`config.mk`:
```
export PLATFORM = sky130hd
export DESIGN_NAME = reg_file_flat
export DESIGN_NICKNAME = d
export VERILOG_FILES = /design/src/rtl/reg_file_pkg.sv /design/src/rtl/reg_file_if.sv /design/src/rtl/reg_file_read_port.sv /design/src/rtl/reg_file.sv /design/src/flat_wrapper.sv
export SDC_FILE = /design/constraint.sdc
export NUM_CORES = 1
export LEC_CHECK = 0
export ABC_AREA = 1
export CAP_MARGIN = 30
export CORE_MARGIN = 5
export CORE_UTILIZATION = 40
export CTS_CLUSTER_DIAMETER = 150
export DETAILED_ROUTE_END_ITERATION = 8
export PLACE_DENSITY = 0.64
export RECOVER_POWER = 50
export SETUP_SLACK_MARGIN = 0.4
export SLEW_MARGIN = 30
export SYNTH_ARGS = -nofsm -noshare
export SYNTH_HDL_FRONTEND = slang
export SYNTH_HIERARCHICAL = 1
export SYNTH_SLANG_ARGS = --single-unit
```
`constraint.sdc`:
```
create_clock -name clk -period 1.9 [get_ports clk]
set_input_delay 0.38 -clock clk [delete_from_list [all_inputs] [get_ports clk]]
set_output_delay 0.38 -clock clk [all_outputs]
set_load 0.05 [all_outputs]
```
`src/rtl/reg_file_pkg.sv`:
```
// reg_file_pkg: shared sizes, types and address-map helpers for the register file
package reg_file_pkg;
  localparam int REG_SIZE = 8;
  localparam int REG_QTY = 4;
  localparam int SEL_BITS = 4;
  localparam int VEC_SIZE = 4;
  localparam int IDX_BITS = $clog2(REG_QTY);
  typedef logic [REG_SIZE-1:0] lane_t;
  typedef lane_t [VEC_SIZE-1:0] vec_t;
  typedef logic [SEL_BITS-1:0] sel_t;
  typedef logic [IDX_BITS-1:0] idx_t;
  localparam sel_t VEC_BASE = '0;
  localparam sel_t SC_BASE = sel_t'(REG_QTY);
  localparam sel_t SPECIAL_BASE = sel_t'(2 * REG_QTY);
  typedef enum logic [1:0] {REGION_VEC, REGION_SC, REGION_SPECIAL} region_e;
  function automatic region_e region_of(sel_t a);
    return a < SC_BASE ? REGION_VEC : a < SPECIAL_BASE ? REGION_SC : REGION_SPECIAL;
  endfunction
endpackage

```
`src/rtl/reg_file_if.sv`:
```
// reg_file_if: read/write bus between the datapath and the register file
interface reg_file_if;
  import reg_file_pkg::*;
  logic regWrEnSc;
  logic regWrEnVec;
  sel_t rSel1;
  sel_t rSel2;
  sel_t regToWrite;
  vec_t dataIn;
  vec_t operand1;
  vec_t operand2;
  modport master (output regWrEnSc, regWrEnVec, rSel1, rSel2, regToWrite, dataIn, input operand1, operand2);
  modport slave (input regWrEnSc, regWrEnVec, rSel1, rSel2, regToWrite, dataIn, output operand1, operand2);
endinterface

```
`src/rtl/reg_file_read_port.sv`:
```
// reg_file_read_port: address decode and scalar-broadcast mux for one read port
module reg_file_read_port
  import reg_file_pkg::*;
(
  input  sel_t                  sel_i,
  input  vec_t  [REG_QTY-1:0]   vec_regs_i,
  input  lane_t [REG_QTY-1:0]   sc_regs_i,
  output vec_t                  data_o
);
  region_e region;
  assign region = region_of(sel_i);
  assign data_o = region == REGION_VEC ? vec_regs_i[idx_t'(sel_i - VEC_BASE)]
                : region == REGION_SC  ? {VEC_SIZE{sc_regs_i[idx_t'(sel_i - SC_BASE)]}}
                : '0;
endmodule

```
`src/rtl/reg_file.sv`:
```
// reg_file: unified vector/scalar register file, two combinational reads, one sync write
module reg_file
  import reg_file_pkg::*;
(
  input logic        clk,
  input logic        reset,
  reg_file_if.slave  bus
);
  vec_t  [REG_QTY-1:0] vec_q, vec_d;
  lane_t [REG_QTY-1:0] sc_q, sc_d;
  region_e wr_region;
  assign wr_region = region_of(bus.regToWrite);
  // an enable only acts when it matches the address class, so at most one register changes
  always_comb begin
    vec_d = vec_q;
    sc_d = sc_q;
    if (bus.regWrEnVec && wr_region == REGION_VEC) vec_d[idx_t'(bus.regToWrite - VEC_BASE)] = bus.dataIn;
    if (bus.regWrEnSc && wr_region == REGION_SC) sc_d[idx_t'(bus.regToWrite - SC_BASE)] = bus.dataIn[0];
  end
  always_ff @(posedge clk) begin
    if (reset) begin
      vec_q <= '0;
      sc_q <= '0;
    end else begin
      vec_q <= vec_d;
      sc_q <= sc_d;
    end
  end
  reg_file_read_port u_rd1 (.sel_i(bus.rSel1), .vec_regs_i(vec_q), .sc_regs_i(sc_q), .data_o(bus.operand1));
  reg_file_read_port u_rd2 (.sel_i(bus.rSel2), .vec_regs_i(vec_q), .sc_regs_i(sc_q), .data_o(bus.operand2));
endmodule

```
`src/flat_wrapper.sv`:
```
// flat-port wrapper written by rule: the top's interface ports become plain ports
module reg_file_flat import reg_file_pkg::*;
  (clk, reset, bus_regWrEnSc, bus_regWrEnVec, bus_rSel1, bus_rSel2, bus_regToWrite, bus_dataIn, bus_operand1, bus_operand2);
  reg_file_if bus_i ();
  input logic clk;
  input logic reset;
  input wire logic [$bits(bus_i.regWrEnSc)-1:0] bus_regWrEnSc;
  input wire logic [$bits(bus_i.regWrEnVec)-1:0] bus_regWrEnVec;
  input wire logic [$bits(bus_i.rSel1)-1:0] bus_rSel1;
  input wire logic [$bits(bus_i.rSel2)-1:0] bus_rSel2;
  input wire logic [$bits(bus_i.regToWrite)-1:0] bus_regToWrite;
  input wire logic [$bits(bus_i.dataIn)-1:0] bus_dataIn;
  output wire logic [$bits(bus_i.operand1)-1:0] bus_operand1;
  output wire logic [$bits(bus_i.operand2)-1:0] bus_operand2;
  assign bus_i.regWrEnSc = bus_regWrEnSc;
  assign bus_i.regWrEnVec = bus_regWrEnVec;
  assign bus_i.rSel1 = bus_rSel1;
  assign bus_i.rSel2 = bus_rSel2;
  assign bus_i.regToWrite = bus_regToWrite;
  assign bus_i.dataIn = bus_dataIn;
  assign bus_operand1 = bus_i.operand1;
  assign bus_operand2 = bus_i.operand2;
  reg_file u_core (.clk(clk), .reset(reset), .bus(bus_i));
endmodule
```
# == After elaboration in Yosys (flattened, before gate mapping) ==
# Cells that the tools add are included.
# Widths: inputs -> output; s select.
# classes
n_addsub,3
magnitude_cmp,14
eq_ne,3
mux,24
reduce_logical,7
# op_table
op,n
$mux 32,7
$bmux 32 s2,2
$bwmux 128,1
$demux 32 s2,1
$bmux 8 s2,2
$bwmux 32,1
$mux 8,3
$lt 2x3->1 const B,6
$demux 8 s2,1
$lt 4x3->1 const B,3
$lt 4x4->1 const B,3
$mux 2,6
$eq 2x1->1 const B,3
$logic_not 2->1,3
$sub 2x1->2 const B,3
$ge 2x1->1 const B,2
$logic_and 1x1->1,4
# totals
ff_bits,160
elab_cells,71

# == Depth between registers and ports, before layout ==
# logic_depth
ltp_word,6
ltp_mapped,8

# == Modules after synthesis ==
# The synthesis kept the hierarchy.
# modules_own_cells
module,n_inst,cells_each,area_each_um2,seq_area_each_um2
reg_file,1,1063,7063.0,3203.1
reg_file_read_port,2,386,1680.4,0.0

# == Worst setup path before layout ==
# No wires, ideal clock.
# synth_timing
path_type,input port to output port
startpoint,in bus_rSel1[0]
endpoint,out bus_operand1[0]
arrival_time_ns,1.305
required_ns,1.520
setup_slack_ns,0.215
stages,7
n_path_buf,2
path_cell_list,buf_4 > buf_2 > nand2_1 > nand3_1 > nand2_1 > nand2_2 > nand2_1
# synth_between
elab_chain_cells,6
word_cells_on_any_way,13
# synth_rtl
item,line,text
start: declaration,flat_wrapper.sv:9,input wire logic [$bits(bus_i.rSel1)-1:0] bus_rSel1;
$lt 4x4->1,reg_file_pkg.sv:17,return a < SC_BASE ? REGION_VEC : a < SPECIAL_BASE ? REGION_SC : REGION_SPECIAL;
$mux 2 (2 in series),reg_file_pkg.sv:17,
$eq 2x1->1,reg_file_read_port.sv:13,: region == REGION_SC ? {VEC_SIZE{sc_regs_i[idx_t'(sel_i - SC_BASE)]}}
$mux 32,reg_file_read_port.sv:13,
$mux 32 *,reg_file_read_port.sv:12,assign data_o = region == REGION_VEC ? vec_regs_i[idx_t'(sel_i - VEC_BASE)]
end: declaration,flat_wrapper.sv:13,output wire logic [$bits(bus_i.operand1)-1:0] bus_operand1;
# Mark *: on every way between the ends. The rest lies on a longest branch, timed or not. The select of a mux whose other input is x is not followed.

# == Final worst setup path ==
# layout_timing
startpoint,reg u_core/sc_q[2] in the netlist's numbering
endpoint,out bus_operand2[18]
# layout_between
elab_chain_cells,4
# layout_rtl
item,line,text
start: declaration,reg_file.sv:10,"lane_t [REG_QTY-1:0] sc_q, sc_d;"
start signal: assignment,reg_file.sv:23,sc_q <= '0;
start signal: assignment,reg_file.sv:26,sc_q <= sc_d;
$bmux 8 s2,reg_file_read_port.sv:13,
$mux 8 (not written as such),reg_file_read_port.sv:13,
$mux 32,reg_file_read_port.sv:13,
$mux 32,reg_file_read_port.sv:12,
end: declaration,flat_wrapper.sv:14,output wire logic [$bits(bus_i.operand2)-1:0] bus_operand2;
# Every way passes these cells. The select of a mux whose other input is x is not followed.

==> out/qor.yml <==
clocking:
  path_clk_slew_ns: 0.07
  clk_latency_ns: 0.42
  htreeDepth: 4
  cts-root-buf: "clkbuf_16"
  cts_buffer_depth: 2
  cts_tree: "done"
  cts.sinks: 160
  cts_made_buffers: 17
critical_path:
  crit_path_max_fanout: 3
  crit_top_cell: "nand2_4"
  critPathCaptureType: "output pin"
  critical_path_required_ns: 1.52
  cpMaxStageDelayCell: "dfxtp_2"
  crit_type: "reg2out"
  worstPathArrival_ns: 1.55
  reg2reg_setup_slack_ns: 1.13
  startpoint_type: "register"
  worstPathCellList: "inv_1 > nand2_1 > nand3_2 > nand2_2 > nand2_4 > buf_6 > nand2_4 > buf_12"
  cp_slowest_stage_delay_ns: 0.35
yosys:
  synth_edf_count: 0
  yosys.area.top_type: "dfxtp_1"
  syn-cell-area_sq_mm: 0.0104
  async_flop_share_pct: 0
  synth_top_area_share_pct: 30.7
  ys_ff_latch: 160
  yosysWarningCount: 6
  ys_seq_area_share_pct: 30.7
  synth_cell_type_count: 16
  synth_common_cells: "629 x nand2_1, 259 x nand3_1, 239 x nor2_1"
  synthCells: 1835
  syn_avg_cell_area_sq_um: 5.68
  synth_most_common_cell: "nand2_1"
  synth.net_count: 1883
  synth_flop_cell: "dfxtp_1"
  yosys-top-cells-area: "dfxtp_1 31%, nand2_1 23%, nand3_1 12%"
power:
  p_seq_share_pct: 36.1
  vdd_drop_max_v: 0.000536
  switching_share_pct: 31.9
  clkPwrFrac_pct: 37.1
  netSwitchingPower_mw: 3.08
  finalPower_mw: 9.66
  internal-power_mw: 6.58
  powerDensity_mw_per_mm2: 625
  total_leakage_power_nw: 6.63
  combinationalPowerShare_pct: 26.7
place:
  hpwl_microns: 24800
  gp_congestion: 0.878
  portBuffers: 111
  detailed_place.area_sq_mm: 0.0129
  pre_cts_ws_ns: -0.335
  place_inst: 2222
global_route:
  grt_pass1_vias: 11500
  track_usage_pct: 28.0
  grt_max_degree: 79
  overflow: 0
  grt_pass1_wl_microns: 63900
  antenna_found_initial: 0
drt:
  vias: 12600
  wl_per_cell_microns: 19.1
  firstDrtPassIters: 6
  drtIter0Drc: 1573
  drt_wl_total_microns: 43900
  drt-vias-per-instance: 5.47
  drc: 0
  postRouteAntennaNets: 0
floorplan:
  die_w_microns: 171
  ios: 112
  start_util_pct: 40.3
  core_sq_mm: 0.0258
  rows: 59
  die_area_sq_mm: 0.0294
  die_y_microns: 171
timing:
  slew_violations: 0
  fin_hold_ws_ns: 0.403
  slew_headroom_pct: 56.7
  hold_viol_final: 0
  max_freq_ghz: 0.518
  tightest_slew_ns: 0.650
  tns_ns: -0.0889
  post-route-min-period_ns: 1.93
  grt_setup_unrepaired: "yes"
  fin_crit_sh_pct: 102
  setup_slack_ns: -0.0318
  fin_skew_ns: 0
  finalSetupViolations: 6
min_path:
  holdCritPathClass: "in2reg"
final_layout:
  final_util_pct: 59.8
  fin_area_sq_mm: 0.0154
  layout.nets: 1996
  drive_gt1_share_pct: 24.4
  syn_to_final_growth_pct: 48.2
  stdcell_count: 2296
  n_antenna_cell: 0
job:
  cap_violations: 0
run_status:
  violations: "negative setup slack"
  status: "complete, but fails checks"
## layout by cell type (no fill, tap or decap), types with 3 or more instances in the layout
cell type	synthesis	layout
clkbuf_16	0	19
dfxtp_1	160	128
nor2_4	0	8
inv_2	4	23
buf_12	0	82
nand2_8	0	16
clkbuf_1	25	4
buf_16	0	9
inv_6	0	5
nand2_4	0	64
nand2_2	16	36
buf_4	19	42
bufinv_16	0	3
a21oi_1	24	24
nand4_1	128	128
nand3_4	0	12
nand3_2	0	56
buf_6	4	29
buf_8	0	22
clkdlybuf4s50_1	0	37
nand2_1	629	529
nor2_1	239	233
dfxtp_2	0	31
inv_1	229	207
nand3_1	259	191
clkinv_2	0	4
nor2_2	5	3
## power groups by stage
stage                     clock network (mW)  registers, mW  logic [mW]
after detailed placement                   0           3.56        2.09
after CTS                               3.60           3.49        2.42
after global placement                     0           3.56        2.07
after global routing                    3.73           3.50        2.71
after floorplan                            0           3.55        1.24
final                                   3.58           3.49        2.58
## critical path: cells and delay by family (launching register included)
family / cells / cell delay, ns
buffers and inverters: 3 / 0.35
flip-flops: 1 / 0.35
AND/OR/NAND/NOR: 5 / 0.43
## cell type report
type	count	area, sq um
clock inverter	10	134
timing repair buffer	232	3360
clock buffer	22	464
timing repair inverter	2	17.5
multi-input combinational	1300	6880
inverter	235	920
fill	2352	10400
sequential	160	3250
tap	335	419
## timing repair
| item | in CTS | in global routing |
|---|---|---|
| pin swaps | 59 | 61 |
| hold buffers | 0 | 0 |
| gates cloned | 10 | 6 |
| gates resized for setup | 270 | 121 |
| endpoints found under the setup margin | 64 | 141 |
| setup buffers | 17 | 9 |
| hold endpoints to repair | 0 | 0 |
## final timing paths
path                  start               end  cells after the start
min reg2reg  u_core/sc_q[0]    u_core/sc_q[0]                      2
max          u_core/sc_q[2]  bus_operand2[18]                      8
max reg2reg  u_core/sc_q[7]    u_core/sc_q[7]                      3
min          bus_regWrEnVec  u_core/vec_q[39]                      4
## layer usage
layer | up-vias | GRT usage, % | wire length [microns]
met1 | 5714 | 35.1 | 17000
met5 | - | 0 | 0
met3 | 169 | 4.87 | 4340
li1 | 5967 | - | -
met4 | 0 | 15.0 | 2490
met2 | 716 | 45.9 | 20100
## registers in the layout, summed over array words and instances, names as in the netlist
signal        count
u_core/vec_q    128
u_core/sc_q      32
## cell families after synthesis
logic type             after synthesis  share of synthesized area, %
AND/OR/NAND/NOR                   1276                          52.6
flip-flops                         160                          30.7
buffers and inverters              375                          15.5
AO/OA/AOI/OAI                       24                          1.15
Power figures use the tool's default switching activity.
